[src/rtl/pipe_ctrl_pkg.sv]
// Shared definitions for the pipeline sequencer: FSM states and control constants.
package pipe_ctrl_pkg;

  typedef enum logic {
    RUN     = 1'b0,
    MD_BUSY = 1'b1
  } hzd_state_t;

  localparam logic [4:0] NOP_RD   = 5'd0;
  localparam int         MD_CNT_W = 5;

endpackage

[src/rtl/hazard_control_unit_if.sv]
// Signal bundle between the pipeline datapath (master) and the hazard control unit (slave).
interface hazard_control_unit_if;

  logic [4:0] ifid_rs1;
  logic [4:0] ifid_rs2;
  logic [4:0] idex_rd;
  logic       idex_mem_read;
  logic       ex_muldiv;
  logic       branch_taken;

  logic       pc_write;
  logic       ifid_write;
  logic       ifid_flush;
  logic       idex_write;
  logic       idex_flush;
  logic       exmem_bubble;
  logic       md_done;

  modport master (
    output ifid_rs1, ifid_rs2, idex_rd, idex_mem_read, ex_muldiv, branch_taken,
    input  pc_write, ifid_write, ifid_flush, idex_write, idex_flush, exmem_bubble, md_done
  );

  modport slave (
    input  ifid_rs1, ifid_rs2, idex_rd, idex_mem_read, ex_muldiv, branch_taken,
    output pc_write, ifid_write, ifid_flush, idex_write, idex_flush, exmem_bubble, md_done
  );

endinterface

[src/rtl/hazard_perf_ctr.sv]
// 32-bit wrapping event counter; one increment per clock while inc_i is high.
module hazard_perf_ctr (
  input  logic        clk,
  input  logic        rst_n,
  input  logic        inc_i,
  output logic [31:0] count_o
);

  logic [31:0] count_q;

  always_ff @(posedge clk or negedge rst_n) begin
    if (!rst_n) begin
      count_q <= 32'd0;
    end else if (inc_i) begin
      count_q <= count_q + 32'd1;
    end
  end

  assign count_o = count_q;

endmodule

[src/rtl/hazard_control_unit.sv]
// Pipeline sequencer: load-use stalls, taken-branch flushes and mul/div EX holds.
// Optional macro HAZARD_PERF_EN adds stall_cycles/flush_events performance counters.
module hazard_control_unit
  import pipe_ctrl_pkg::*;
#(
  parameter int MD_LATENCY = 4
) (
  input logic                  clk,
  input logic                  rst_n,
  hazard_control_unit_if.slave hz
`ifdef HAZARD_PERF_EN
  ,
  output logic [31:0]          stall_cycles,
  output logic [31:0]          flush_events
`endif
);

  // The entry cycle is itself the first hold cycle, so the counter starts two short.
  localparam logic [MD_CNT_W-1:0] MD_LOAD =
    (MD_LATENCY > 1) ? MD_CNT_W'(MD_LATENCY - 2) : '0;

  hzd_state_t          state_q, state_d;
  logic [MD_CNT_W-1:0] md_cnt_q, md_cnt_d;
  logic                load_use;

  assign load_use = hz.idex_mem_read && (hz.idex_rd != NOP_RD) &&
                    ((hz.idex_rd == hz.ifid_rs1) || (hz.idex_rd == hz.ifid_rs2));

  always_ff @(posedge clk or negedge rst_n) begin
    if (!rst_n) begin
      state_q  <= RUN;
      md_cnt_q <= '0;
    end else begin
      state_q  <= state_d;
      md_cnt_q <= md_cnt_d;
    end
  end

  always_comb begin
    state_d         = state_q;
    md_cnt_d        = md_cnt_q;
    hz.pc_write     = 1'b1;
    hz.ifid_write   = 1'b1;
    hz.ifid_flush   = 1'b0;
    hz.idex_write   = 1'b1;
    hz.idex_flush   = 1'b0;
    hz.exmem_bubble = 1'b0;
    hz.md_done      = 1'b0;

    case (state_q)
      RUN: begin
        if (hz.branch_taken) begin
          hz.ifid_flush = 1'b1;
          hz.idex_flush = 1'b1;
        end else if (hz.ex_muldiv) begin
          if (MD_LATENCY > 1) begin
            hz.pc_write     = 1'b0;
            hz.ifid_write   = 1'b0;
            hz.idex_write   = 1'b0;
            hz.exmem_bubble = 1'b1;
            md_cnt_d        = MD_LOAD;
            state_d         = MD_BUSY;
          end else begin
            hz.md_done = 1'b1;
          end
        end else if (load_use) begin
          hz.pc_write   = 1'b0;
          hz.ifid_write = 1'b0;
          hz.idex_flush = 1'b1;
        end
      end

      MD_BUSY: begin
        if (md_cnt_q != '0) begin
          hz.pc_write     = 1'b0;
          hz.ifid_write   = 1'b0;
          hz.idex_write   = 1'b0;
          hz.exmem_bubble = 1'b1;
          md_cnt_d        = md_cnt_q - MD_CNT_W'(1);
        end else begin
          hz.md_done = 1'b1;
          state_d    = RUN;
        end
      end

      default: state_d = RUN;
    endcase
  end

`ifdef HAZARD_PERF_EN
  hazard_perf_ctr u_stall_ctr (
    .clk     (clk),
    .rst_n   (rst_n),
    .inc_i   (!hz.pc_write),
    .count_o (stall_cycles)
  );

  hazard_perf_ctr u_flush_ctr (
    .clk     (clk),
    .rst_n   (rst_n),
    .inc_i   (hz.ifid_flush),
    .count_o (flush_events)
  );
`endif

endmodule

[src/flat_wrapper.sv]
// flat-port wrapper written by rule: the top's interface ports become plain ports
module hazard_control_unit_flat import pipe_ctrl_pkg::*;
#(
  parameter int MD_LATENCY = 4
)
  (clk, rst_n, hz_ifid_rs1, hz_ifid_rs2, hz_idex_rd, hz_idex_mem_read, hz_ex_muldiv, hz_branch_taken, hz_pc_write, hz_ifid_write, hz_ifid_flush, hz_idex_write, hz_idex_flush, hz_exmem_bubble, hz_md_done);
  hazard_control_unit_if hz_i ();
  input logic clk;
  input logic rst_n;
  input wire logic [$bits(hz_i.ifid_rs1)-1:0] hz_ifid_rs1;
  input wire logic [$bits(hz_i.ifid_rs2)-1:0] hz_ifid_rs2;
  input wire logic [$bits(hz_i.idex_rd)-1:0] hz_idex_rd;
  input wire logic [$bits(hz_i.idex_mem_read)-1:0] hz_idex_mem_read;
  input wire logic [$bits(hz_i.ex_muldiv)-1:0] hz_ex_muldiv;
  input wire logic [$bits(hz_i.branch_taken)-1:0] hz_branch_taken;
  output wire logic [$bits(hz_i.pc_write)-1:0] hz_pc_write;
  output wire logic [$bits(hz_i.ifid_write)-1:0] hz_ifid_write;
  output wire logic [$bits(hz_i.ifid_flush)-1:0] hz_ifid_flush;
  output wire logic [$bits(hz_i.idex_write)-1:0] hz_idex_write;
  output wire logic [$bits(hz_i.idex_flush)-1:0] hz_idex_flush;
  output wire logic [$bits(hz_i.exmem_bubble)-1:0] hz_exmem_bubble;
  output wire logic [$bits(hz_i.md_done)-1:0] hz_md_done;
  assign hz_i.ifid_rs1 = hz_ifid_rs1;
  assign hz_i.ifid_rs2 = hz_ifid_rs2;
  assign hz_i.idex_rd = hz_idex_rd;
  assign hz_i.idex_mem_read = hz_idex_mem_read;
  assign hz_i.ex_muldiv = hz_ex_muldiv;
  assign hz_i.branch_taken = hz_branch_taken;
  assign hz_pc_write = hz_i.pc_write;
  assign hz_ifid_write = hz_i.ifid_write;
  assign hz_ifid_flush = hz_i.ifid_flush;
  assign hz_idex_write = hz_i.idex_write;
  assign hz_idex_flush = hz_i.idex_flush;
  assign hz_exmem_bubble = hz_i.exmem_bubble;
  assign hz_md_done = hz_i.md_done;
  hazard_control_unit #(.MD_LATENCY(MD_LATENCY)) u_core (.clk(clk), .rst_n(rst_n), .hz(hz_i));
endmodule
[config.mk]
export PLATFORM = sky130hd
export DESIGN_NAME = hazard_control_unit_flat
export DESIGN_NICKNAME = d
export VERILOG_FILES = /design/src/rtl/pipe_ctrl_pkg.sv /design/src/rtl/hazard_control_unit_if.sv /design/src/rtl/hazard_perf_ctr.sv /design/src/rtl/hazard_control_unit.sv /design/src/flat_wrapper.sv
export SDC_FILE = /design/constraint.sdc
export NUM_CORES = 1
export LEC_CHECK = 0
export CELL_PAD_IN_SITES_DETAIL_PLACEMENT = 0
export CELL_PAD_IN_SITES_GLOBAL_PLACEMENT = 1
export CORE_UTILIZATION = 28
export DETAILED_ROUTE_END_ITERATION = 10
export PLACE_DENSITY = 0.83
export SYNTH_ARGS = -nofsm -noshare
export SYNTH_HDL_FRONTEND = slang
export SYNTH_HIERARCHICAL = 1
export SYNTH_SLANG_ARGS = --single-unit
[constraint.sdc]
create_clock -name clk -period 2.31 [get_ports clk]
set_input_delay 0.231 -clock clk [delete_from_list [all_inputs] [get_ports clk]]
set_output_delay 0.231 -clock clk [all_outputs]
set_load 0.1 [all_outputs]
==> flow_metrics.env <==
export IMPL_total_leakage_power_uw=0.000355
export IMPL_netlist_area_um2=507
export IMPL_synth_simple_area_share_pct=25.7
export IMPL_critPathSlowestCell="dfrtp_1"
export IMPL_synthFlopType="dfrtp_1"
export IMPL_worst_slew_pin_transition_ps=343
export IMPL_root_buffer="clkbuf_4"
export IMPL_vias_per_cell=4.47
export IMPL_hp_class="in -> async"
export IMPL_io_pins=27
export IMPL_total_power_uw=1330
export IMPL_routed_wl_um=1180
export IMPL_critPathRequiredTime_ps=2080
export IMPL_crit_chain="inv_2 > ha_4 > nor4b_4 > and2_4 > nor2_4 > a21oi_4 > buf_12"
export IMPL_clock_path_buffers=2
export IMPL_rows=15
export IMPL_cp_start_kind="register"
export IMPL_ys_warn_count=6
export IMPL_clk_pin_slew_ps=50
export IMPL_muxShareOfSynthArea_pct=0
export IMPL_syn_nets=78
export IMPL_dieHeight_um=44.5
export IMPL_crit_arrival_ps=1950
export IMPL_worst_setup_path_type="reg -> out"
export IMPL_rsz0062_at_grt="false"
export IMPL_syn2layout_area_growth_pct=78.0
export IMPL_tritoncts="built"
export IMPL_drt_first_pass_iters=4
export IMPL_track_usage_pct=13.8
export IMPL_finalSetupViolCount=0
export IMPL_cts_sinks=6
export IMPL_final_design_area_no_fill_um2=902
export IMPL_slew_viol_final=0
export IMPL_grt_pass1_vias=463
export IMPL_synth_compound_area_share_pct=18.3
export IMPL_post_route_period_util_pct=94.2
export IMPL_endpoint_kind="output pin"
export IMPL_synth_top_family_by_area="simple AND/OR/NAND/NOR gates"
export IMPL_grt_max_degree=10
export IMPL_drc_errors=0
export IMPL_start_util_pct=29.7
export IMPL_fin_setup_tns_ps=0
export IMPL_routabilityCongestion=0.718
export IMPL_insertion_delay_ps=240
export IMPL_crit_fanout=7
export IMPL_postSynthCellCount=57
export IMPL_fin_crit_ps=2180
export IMPL_status="finished clean"
export IMPL_ys_ff_latch=6
export IMPL_finalHoldViolCount=0
export IMPL_slew_headroom_pct=76.8
export IMPL_yosysSeqAreaShare_pct=29.6
export IMPL_slowest_delay_ps=410
export IMPL_synthArstFlopShare_pct=100
export IMPL_synth_enable_flop_cells=0
export IMPL_power_density_nw_per_um2=1480
export IMPL_die_x_um=44.5
export IMPL_syn_avg_cell_area_um2=8.89
export IMPL_post_drt_wl_per_cell_um=10.8
export IMPL_synthAdderAreaFrac_pct=2.47
export IMPL_num_vias=487
export IMPL_cap_violations=0
export IMPL_synthXorXnorAreaFrac_pct=17.3
export IMPL_ys_types=24
export IMPL_hpwlAfterDp_um=965
export IMPL_diodes=0
export IMPL_die_area_um2=1980
export IMPL_htree_levels=1
export IMPL_vdd_drop_max_mv=0.898
export IMPL_place_area_um2=873
export IMPL_grt_pass1_wl_um=1990
export IMPL_drt_iter0_drc=4
export IMPL_ctsHoldBuffers=0
export IMPL_nets=107
export IMPL_skew_ps=6.16
export IMPL_post_cts_buffers=0
export IMPL_coreArea_um2=1710
export IMPL_drive_gt1_share_pct=26.2
export IMPL_antenna_left=0
export IMPL_max_freq_mhz=459
export IMPL_numCtsBuffers=3
export IMPL_antenna_found_initial=0
export IMPL_port_buffers=26
export IMPL_grt_overflow=0
## power breakdown
group | total [uW] | switching [uW] | internal, uW
Clock | 97.9 | 39.1 | 58.9
Sequential | 213 | 66.5 | 146
Combinational | 1020 | 630 | 391
Total | 1330 | 735 | 596
## cell usage after synthesis (2+ instances only)
master   instances  share of area, %
a21oi_1          2               2.0
dfrtp_1          6                30
inv_1            4               3.0
nand2_1          7               5.2
nand3_1          2               2.0
nor2_1           4               3.0
nor2b_1          2               2.5
nor3_1           2               2.0
o21ai_0          4               4.0
xnor2_1         10                17
## layout make-up
type / count / area [um^2]
repair buffers: 26 / 318
fillers: 164 / 806
clock buffers: 3 / 22.5
well taps: 25 / 31.3
inverters: 4 / 15.0
multi-input cells: 45 / 365
flip-flops and latches: 6 / 150
## state kept, by name, summed over array words and instances, names as in the netlist
register	flops
u_core/state_q	1
u_core/md_cnt_q	5
## layer usage
metal | wire (um) | GRT usage, % | share of wire [%] | vias up
met5 | 0 | 0 | 0 | -
met3 | 32 | 3.67 | 2.7 | 0
met4 | 0 | 5.45 | 0 | 0
met2 | 553 | 20.6 | 47 | 12
li1 | - | - | - | 252
met1 | 594 | 19.0 | 50 | 223
## final timing paths
path	from	end	slack, ps	cells after the start
max	u_core/md_cnt_q[0]	hz_pc_write	130	7
min	rst_n	u_core/md_cnt_q[3]	230	1
max reg2reg	u_core/md_cnt_q[0]	u_core/md_cnt_q[1]	740	6
min reg2reg	u_core/md_cnt_q[3]	u_core/md_cnt_q[3]	570	1
max in group asynchronous	rst_n	u_core/md_cnt_q[1]	1860	1
min in group clk	u_core/md_cnt_q[3]	u_core/md_cnt_q[3]	570	1
## layout by cell type, fill, tap and decap left out, drive strengths merged, types with 2 or more instances in the layout
cell	instances
nand2	7
nand3	2
dfrtp	6
o21ai	5
inv	4
a21oi	2
clkdlybuf4s50	19
nor2	5
nor2b	2
clkbuf	3
buf	7
nor3	2
xnor2	10
## what timing repair did
action	CTS	global route
setup endpoints to repair	0	2
gates resized for setup	0	1
endpoints found under the hold margin	0	0
## kinds of logic after synthesis
| family | count (synthesis) |
|---|---|
| simple gates | 22 |
| flops | 6 |
| buf+inv | 6 |
| fa+ha+maj | 1 |
| compound gates | 12 |
| xor+xnor | 10 |
## through the flow
stage / cells / setup slack, ps / hold slack (ps) / utilization (%)
2_1_floorplan: 57 / -283 / -64.6 / -
3_3_place_gp: 106 / 324 / 473 / 51.1
3_5_place_dp: 106 / 308 / 493 / 51.1
4_1_cts: 109 / 58.4 / 226 / 52.5
5_1_grt: 109 / 11.2 / 228 / 52.8
6_report: 109 / 134 / 226 / 52.8
## worst max-delay path, delay by kind of cell, from the launching register on
| kind | cells | cell delay, ps |
|---|---|---|
| AOI/OAI and AO/OA | 1 | 200 |
| adders and majority gates | 1 | 150 |
| buffers and inverters | 2 | 300 |
| DFF | 1 | 410 |
| and+or+nand+nor | 3 | 630 |
No activity file was read; power rests on OpenSTA's default activity.
